[src/rtl/countdown_timer_mmss.sv]
`default_nettype none
// ============================================================================
// Module   : countdown_timer_mmss
// Brief    : BCD MM:SS countdown timer with load, start/pause and expiry pulse.
// Revision : 1.0 - initial release
// ============================================================================
module countdown_timer_mmss (
  input  logic       Clk,
  input  logic       Clr,
  input  logic       Tick,
  input  logic       LD,
  input  logic       Start,
  input  logic       Stop,
  input  logic [2:0] IN_MT,
  input  logic [3:0] IN_MU,
  input  logic [2:0] IN_ST,
  input  logic [3:0] IN_SU,
  output logic [2:0] MT,
  output logic [3:0] MU,
  output logic [2:0] ST,
  output logic [3:0] SU,
  output logic       Running,
  output logic       Done,
  output logic       Expired
);

  typedef enum logic [1:0] {
    IDLE    = 2'd0,
    RUN     = 2'd1,
    PAUSE   = 2'd2,
    EXPIRED = 2'd3
  } state_t;

  state_t     r_state, w_state_nxt;
  logic [2:0] w_mt_nxt, w_st_nxt;
  logic [3:0] w_mu_nxt, w_su_nxt;
  logic       w_done_nxt;
  logic       w_zero, w_one;

  assign w_zero  = (MT == 3'd0) && (MU == 4'd0) && (ST == 3'd0) && (SU == 4'd0);
  assign w_one   = (MT == 3'd0) && (MU == 4'd0) && (ST == 3'd0) && (SU == 4'd1);
  assign Running = (r_state == RUN);
  assign Expired = (r_state == EXPIRED);

  // Command priority below the async clear: LD, Stop, Start, Tick.
  always_comb begin
    w_state_nxt = r_state;
    w_mt_nxt    = MT;
    w_mu_nxt    = MU;
    w_st_nxt    = ST;
    w_su_nxt    = SU;
    w_done_nxt  = 1'b0;
    if (LD) begin
      w_mt_nxt    = (IN_MT > 3'd5) ? 3'd5 : IN_MT;
      w_mu_nxt    = (IN_MU > 4'd9) ? 4'd9 : IN_MU;
      w_st_nxt    = (IN_ST > 3'd5) ? 3'd5 : IN_ST;
      w_su_nxt    = (IN_SU > 4'd9) ? 4'd9 : IN_SU;
      w_state_nxt = IDLE;
    end else if (Stop) begin
      if (r_state == RUN)
        w_state_nxt = PAUSE;
      else if (r_state == EXPIRED)
        w_state_nxt = IDLE;
    end else if (Start && ((r_state == IDLE) || (r_state == PAUSE))) begin
      if (!w_zero)
        w_state_nxt = RUN;
    end else if (Tick && (r_state == RUN) && !w_zero) begin
      // Borrow ripples SU -> ST -> MU -> MT; zero count is excluded above.
      if (SU != 4'd0) begin
        w_su_nxt = SU - 4'd1;
      end else begin
        w_su_nxt = 4'd9;
        if (ST != 3'd0) begin
          w_st_nxt = ST - 3'd1;
        end else begin
          w_st_nxt = 3'd5;
          if (MU != 4'd0) begin
            w_mu_nxt = MU - 4'd1;
          end else begin
            w_mu_nxt = 4'd9;
            w_mt_nxt = MT - 3'd1;
          end
        end
      end
      if (w_one) begin
        w_state_nxt = EXPIRED;
        w_done_nxt  = 1'b1;
      end
    end
  end

  always_ff @(posedge Clk or negedge Clr) begin
    if (!Clr) begin
      r_state <= IDLE;
      MT      <= 3'd0;
      MU      <= 4'd0;
      ST      <= 3'd0;
      SU      <= 4'd0;
      Done    <= 1'b0;
    end else begin
      r_state <= w_state_nxt;
      MT      <= w_mt_nxt;
      MU      <= w_mu_nxt;
      ST      <= w_st_nxt;
      SU      <= w_su_nxt;
      Done    <= w_done_nxt;
    end
  end

endmodule
`default_nettype wire

[config.mk]
export PLATFORM = sky130hd
export DESIGN_NAME = countdown_timer_mmss
export DESIGN_NICKNAME = d
export VERILOG_FILES = /design/src/rtl/countdown_timer_mmss.sv
export SDC_FILE = /design/constraint.sdc
export NUM_CORES = 1
export LEC_CHECK = 0
export CAP_MARGIN = 5
export CORE_MARGIN = 1.5
export CORE_UTILIZATION = 48
export DETAILED_ROUTE_END_ITERATION = 10
export HOLD_SLACK_MARGIN = 0.02
export PLACE_DENSITY = 0.85
export SYNTH_ARGS = -nofsm -noshare
export SYNTH_HDL_FRONTEND = slang
export SYNTH_SLANG_ARGS = --single-unit
[constraint.sdc]
create_clock -name Clk -period 4.2 [get_ports Clk]
set_input_delay 0.42 -clock Clk [delete_from_list [all_inputs] [get_ports Clk]]
set_output_delay 0.42 -clock Clk [all_outputs]
set_load 0.05 [all_outputs]
Word-level counts from Yosys, hierarchy flattened:

Cells that the tools add are included.

* $add $sub $neg: 4
* magnitude comparators: 4
* equal/unequal tests: 11
* muxes and demuxes: 42
* reduce and logical (&&, ||, !) cells: 25

Operator list (count)
* $mux 4: 14
* $mux 3: 15
* $mux 2: 8
* $reduce_bool 4->1: 4
* $ne 2x2->1 const B: 5
* $gt 4x4->1 const B: 2
* $logic_not 4->1: 2
* $reduce_and 4->1: 2
* $sub 4x1->4 const B: 2
* $logic_and 1x1->1: 7
* $gt 3x3->1 const B: 2
* $logic_not 3->1: 2
* $reduce_and 6->1: 1
* $sub 3x1->3 const B: 2
* $mux 1: 5
* $reduce_and 5->1: 1
* $eq 2x2->1 const B: 2
* $eq 4x1->1 const B: 1
* $ne 4x2->1 const B: 1
* $ne 4x4->1 const B: 1
* $reduce_and 3->1: 1
* $reduce_bool 3->1: 1
* $eq 2x1->1 const B: 1
* $logic_not 2->1: 1
* 3 further kinds: 3

* bits in registers: 17
* bits of input ports: 20
* output and inout port bits: 17
* word-level logic and storage cells: 92

Longest topological paths before layout:

* depth after elaboration: 10
* depth in mapped cells: 6
* depth with buffers taken out: 6

Least setup slack after synthesis:

OpenSTA, ideal clock, no wires.

* kind: reg-to-reg
* from: reg MT[0]
* to: reg MT[2]
* library setup time: 82 ps
* arrival time: 1947 ps
* data required time: 4118 ps
* setup slack: 2171 ps
* cell stages (with the launch flop): 7
* path buffers: 0
* period minus slack after synthesis: 2029 ps
* path through: dfrtp_1 > inv_1 > ha_1 > nor2b_1 > and2_1 > or4_1 > a31oi_1

* cells in the longest elaborated chain, start to end: 8
* elaborated cells on any way between the ends: 16
* classes of those cells: add/sub: 1; mux: 7; reduce/logical: 8

RTL lines
* start: declaration: line 18 `output logic [2:0] MT,`
* start signal: assignment: line 102 `MT <= w_mt_nxt;`
* $sub 3x1->3 or $logic_not 3->1 (tied branches): line 81, 40
* $mux 3 or $logic_and 1x1->1 (tied branches): line 77, 40
* $mux 3 or $logic_and 1x1->1 (tied branches): line 73, 40
* $mux 3 or $logic_and 1x1->1 (tied branches): line 69, 40
* $mux 3 or $logic_not 1->1 (tied branches): line 67 `end else if (Tick && (r_state == RUN) && !w_zero) begin`
* $mux 3 or $logic_and 1x1->1 (tied branches): line 64, 67
* $mux 3 or $reduce_bool 2->1 (tied branches)
* $mux 3 or $reduce_and 6->1 (tied branches)

Several ways; a longest one is shown, not always the timed one. The select of a mux whose other input is x is not followed.
A chain may end at the register's enable or synchronous reset.

Worst setup path in the final report:

* from: reg r_state[0]
* to: out Running

* cells in the longest elaborated chain, start to end: 1

RTL lines
* start: declaration: line 34 `state_t r_state, w_state_nxt;`
* start signal: assignment: line 101 `r_state <= w_state_nxt;`
* $eq 2x1->1: line 42 `assign Running = (r_state == RUN);`
* end: declaration: line 22 `output logic Running,`

No other way between the ends.

==> metrics.md <==
| Metric | Value |
|---|---|
| Status | `finished clean` |
| Distinct cells, synth | `41` |
| Final Critical Period | `2.21 ns` |
| MaxCap Viol Count | `0` |
| HPWL Detailed | `2.09 mm` |
| Max transition margin | `48.6%` |
| Most used DFF post-synth | `dfrtp_1` |
| N_diodes | `0` |
| CP required | `3.78 ns` |
| CTS sink cnt | `17` |
| Crit path launch type | `flop` |
| Multi-input logic area | `657 um2` |
| Hold Vio Cnt, Final | `0` |
| Setup CP Type | `reg -> out` |
| Ys async rst share | `100%` |
| EDFF count, synth | `0` |
| Tightest Pin Transition | `0.769 ns` |
| Vias | `1,135` |
| Hold Buf Count CTS | `0` |
| Total GRT Usage | `23.7%` |
| PwrDens | `285 nW/um2` |
| Leakage | `0.587 nW` |
| Post-Layout Cell Count | `190` |
| Yosys warns | `0` |
| Peak supply drop | `195 uV` |
| Starting Density | `50.6%` |
| RePlAce Congestion | `0.860` |
| Layout area overhead | `37.1%` |
| Nets | `185` |
| Die Height | `51.1 um` |
| Pre-Repair DR Iteration Count | `4` |
| Layout cell share with drive strength beyond 1 | `4.94%` |
| WL/cell | `14.5 um` |
| Syn nets | `147` |
| CTS Buffer Depth | `2` |
| Reg area | `425 um2` |
| DRC viols | `0` |
| DRT Wirelength | `2.75 mm` |
| CTS resizes | `0` |
| Hold Path Class | `in -> async` |
| Number of global-route vias before repair | `1,123` |
| Skew final | `0.00666 ns` |
| Root buffer cell | `clkbuf_4` |
| Worst-Skew Late Latency | `0.30 ns` |
| Fillers | `189` |
| Largest net degree at the start of global routing | `21` |
| Seq/Total Area, Yosys | `38.4%` |
| Unrepaired setup endpoints after global routing | `false` |
| Core footprint | `2190 um2` |
| Ports | `37` |
| Final setup viols | `0` |
| Final TNS setup | `0 ns` |
| Fmax | `0.452 GHz` |
| Syn avg cell area | `8.87 um2` |
| IO buf count | `36` |
| Buf/Inv on CP | `1` |
| Final max-slew violation count | `0` |
| Final core utilization | `69.4%` |
| Final worst path period share | `52.6%` |
| Initial antenna violation count | `0` |
| Row cnt | `17` |
| Die area | `2610 um2` |
| Cell Area, Synth | `1110 um2` |
| Critical path's slowest cell | `clkdlybuf4s50_1` |
| Crit path max-delay family | `buffers and inverters` |
| CP endpoint kind | `output pin` |
| H-Tree Depth | `1` |
| CTS Buf Count | `3` |
| Die width | `51.1 um` |
| Leading cell types in the layout, fill and taps excluded | `clkdlybuf4s50_1, dfrtp_1, nand2_1` |
| Synthesized flop and latch total | `17` |
| Critical Path Fanout Max | `8` |
| Via density | `5.97` |
| Post-route ant nets | `0` |
| Worst-path cell chain | `nor2b_1, clkdlybuf4s50_1` |
| Clock transition at the registers of the reported paths | `0.11 ns` |
| Cells after DPL | `186` |
| First-pass GRT wire length | `4.69 mm` |
| CTS tree | `built` |
| Gate Count Post-Synth | `125` |
| Post-CTS setup buffers | `0` |
| Drt initial violations | `25` |
| Crit path DAT | `1.79 ns` |
| Max stage delay on crit path | `0.82 ns` |
| Grt ovf | `0` |
| Commonest non-fill, non-tap cell in the layout | `clkdlybuf4s50_1` |
## state kept, by name (all words and copies together) (netlist names)
register	count
Done	1
ST	3
r_state	2
SU	4
MU	4
MT	3
## cell type report
| class | instances | area share (%) |
|---|---|---|
| Multi-Input combinational cell | 101 | 43.2 |
| Sequential cell | 17 | 28.0 |
| Timing Repair Buffer | 36 | 23.7 |
| Tap cell | 28 | 2.30 |
| Clock buffer | 3 | 1.48 |
| Inverter | 4 | 0.988 |
| Clock inverter | 1 | 0.329 |
## stage by stage
stage	power [mW]	hold slack (ns)	instance area (um2)	setup WS, ns
final	0.433	0.556	1520	1.99
after global routing	0.455	0.605	1520	1.91
after CTS	0.434	0.587	1520	1.99
after detailed placement	0.344	0.576	1490	1.97
after global placement	0.340	0.551	1490	2.03
after floorplan	0.283	0.124	1110	2.17
## synth_stat cells (2+ instances only)
library cell / n / area (um2)
nor2_1: 12 / 45.0
inv_1: 4 / 15.0
nand2_1: 13 / 48.8
nand3b_1: 2 / 15.0
o31ai_1: 3 / 22.5
mux2i_1: 3 / 30.0
a31oi_1: 6 / 37.5
nand3_1: 3 / 15.0
nor2b_1: 4 / 25.0
a21oi_1: 11 / 55.1
and2_1: 2 / 12.5
dfrtp_1: 17 / 425
ha_1: 2 / 25.0
nand2b_1: 2 / 12.5
clkbuf_1: 3 / 11.3
o21ai_0: 7 / 35.0
nor3_1: 5 / 25.0
and4_1: 3 / 26.3
## cells by family after synthesis
| logic type | after synthesis | synth area share (%) |
|---|---|---|
| buffers and inverters | 7 | 2.37 |
| and+or+nand+nor | 58 | 32.4 |
| xor gates and xnor gates | 1 | 0.790 |
| adders and majority gates | 2 | 2.26 |
| AOI/OAI and AO/OA | 37 | 21.1 |
| DFF | 17 | 38.4 |
| muxes | 3 | 2.71 |
## where the power goes
group	switching, mW	internal (mW)
clock	0.0564	0.0356
combinational	0.0855	0.0577
sequential	0.0215	0.176
total	0.163	0.270
## final timing paths
kind	startpoint	endpoint	slack, ns	cells after the start
min in group Clk	MT[1]$_DFFE_PN0P_	MT[1]$_DFFE_PN0P_	0.59	2
worst max-delay path	r_state[0]$_DFFE_PN0P_	Running	1.99	2
worst min-delay path	Clr	MT[2]$_DFFE_PN0P_	0.56	1
worst max register to register	MU[2]$_DFFE_PN0P_	MT[0]$_DFFE_PN0P_	2.32	4
worst min register to register	MT[1]$_DFFE_PN0P_	MT[1]$_DFFE_PN0P_	0.59	2
max in group asynchronous	Clr	SU[0]$_DFFE_PN0P_	3.16	1
## per-layer routing
metal	wire length, um	track usage [%]	up-vias
met4	44	9.46	0
li1	-	-	549
met5	0	0	-
met3	174	4.39	7
met1	1190	28.9	531
met2	1340	40.9	48
(Power assumes the default switching activity.)
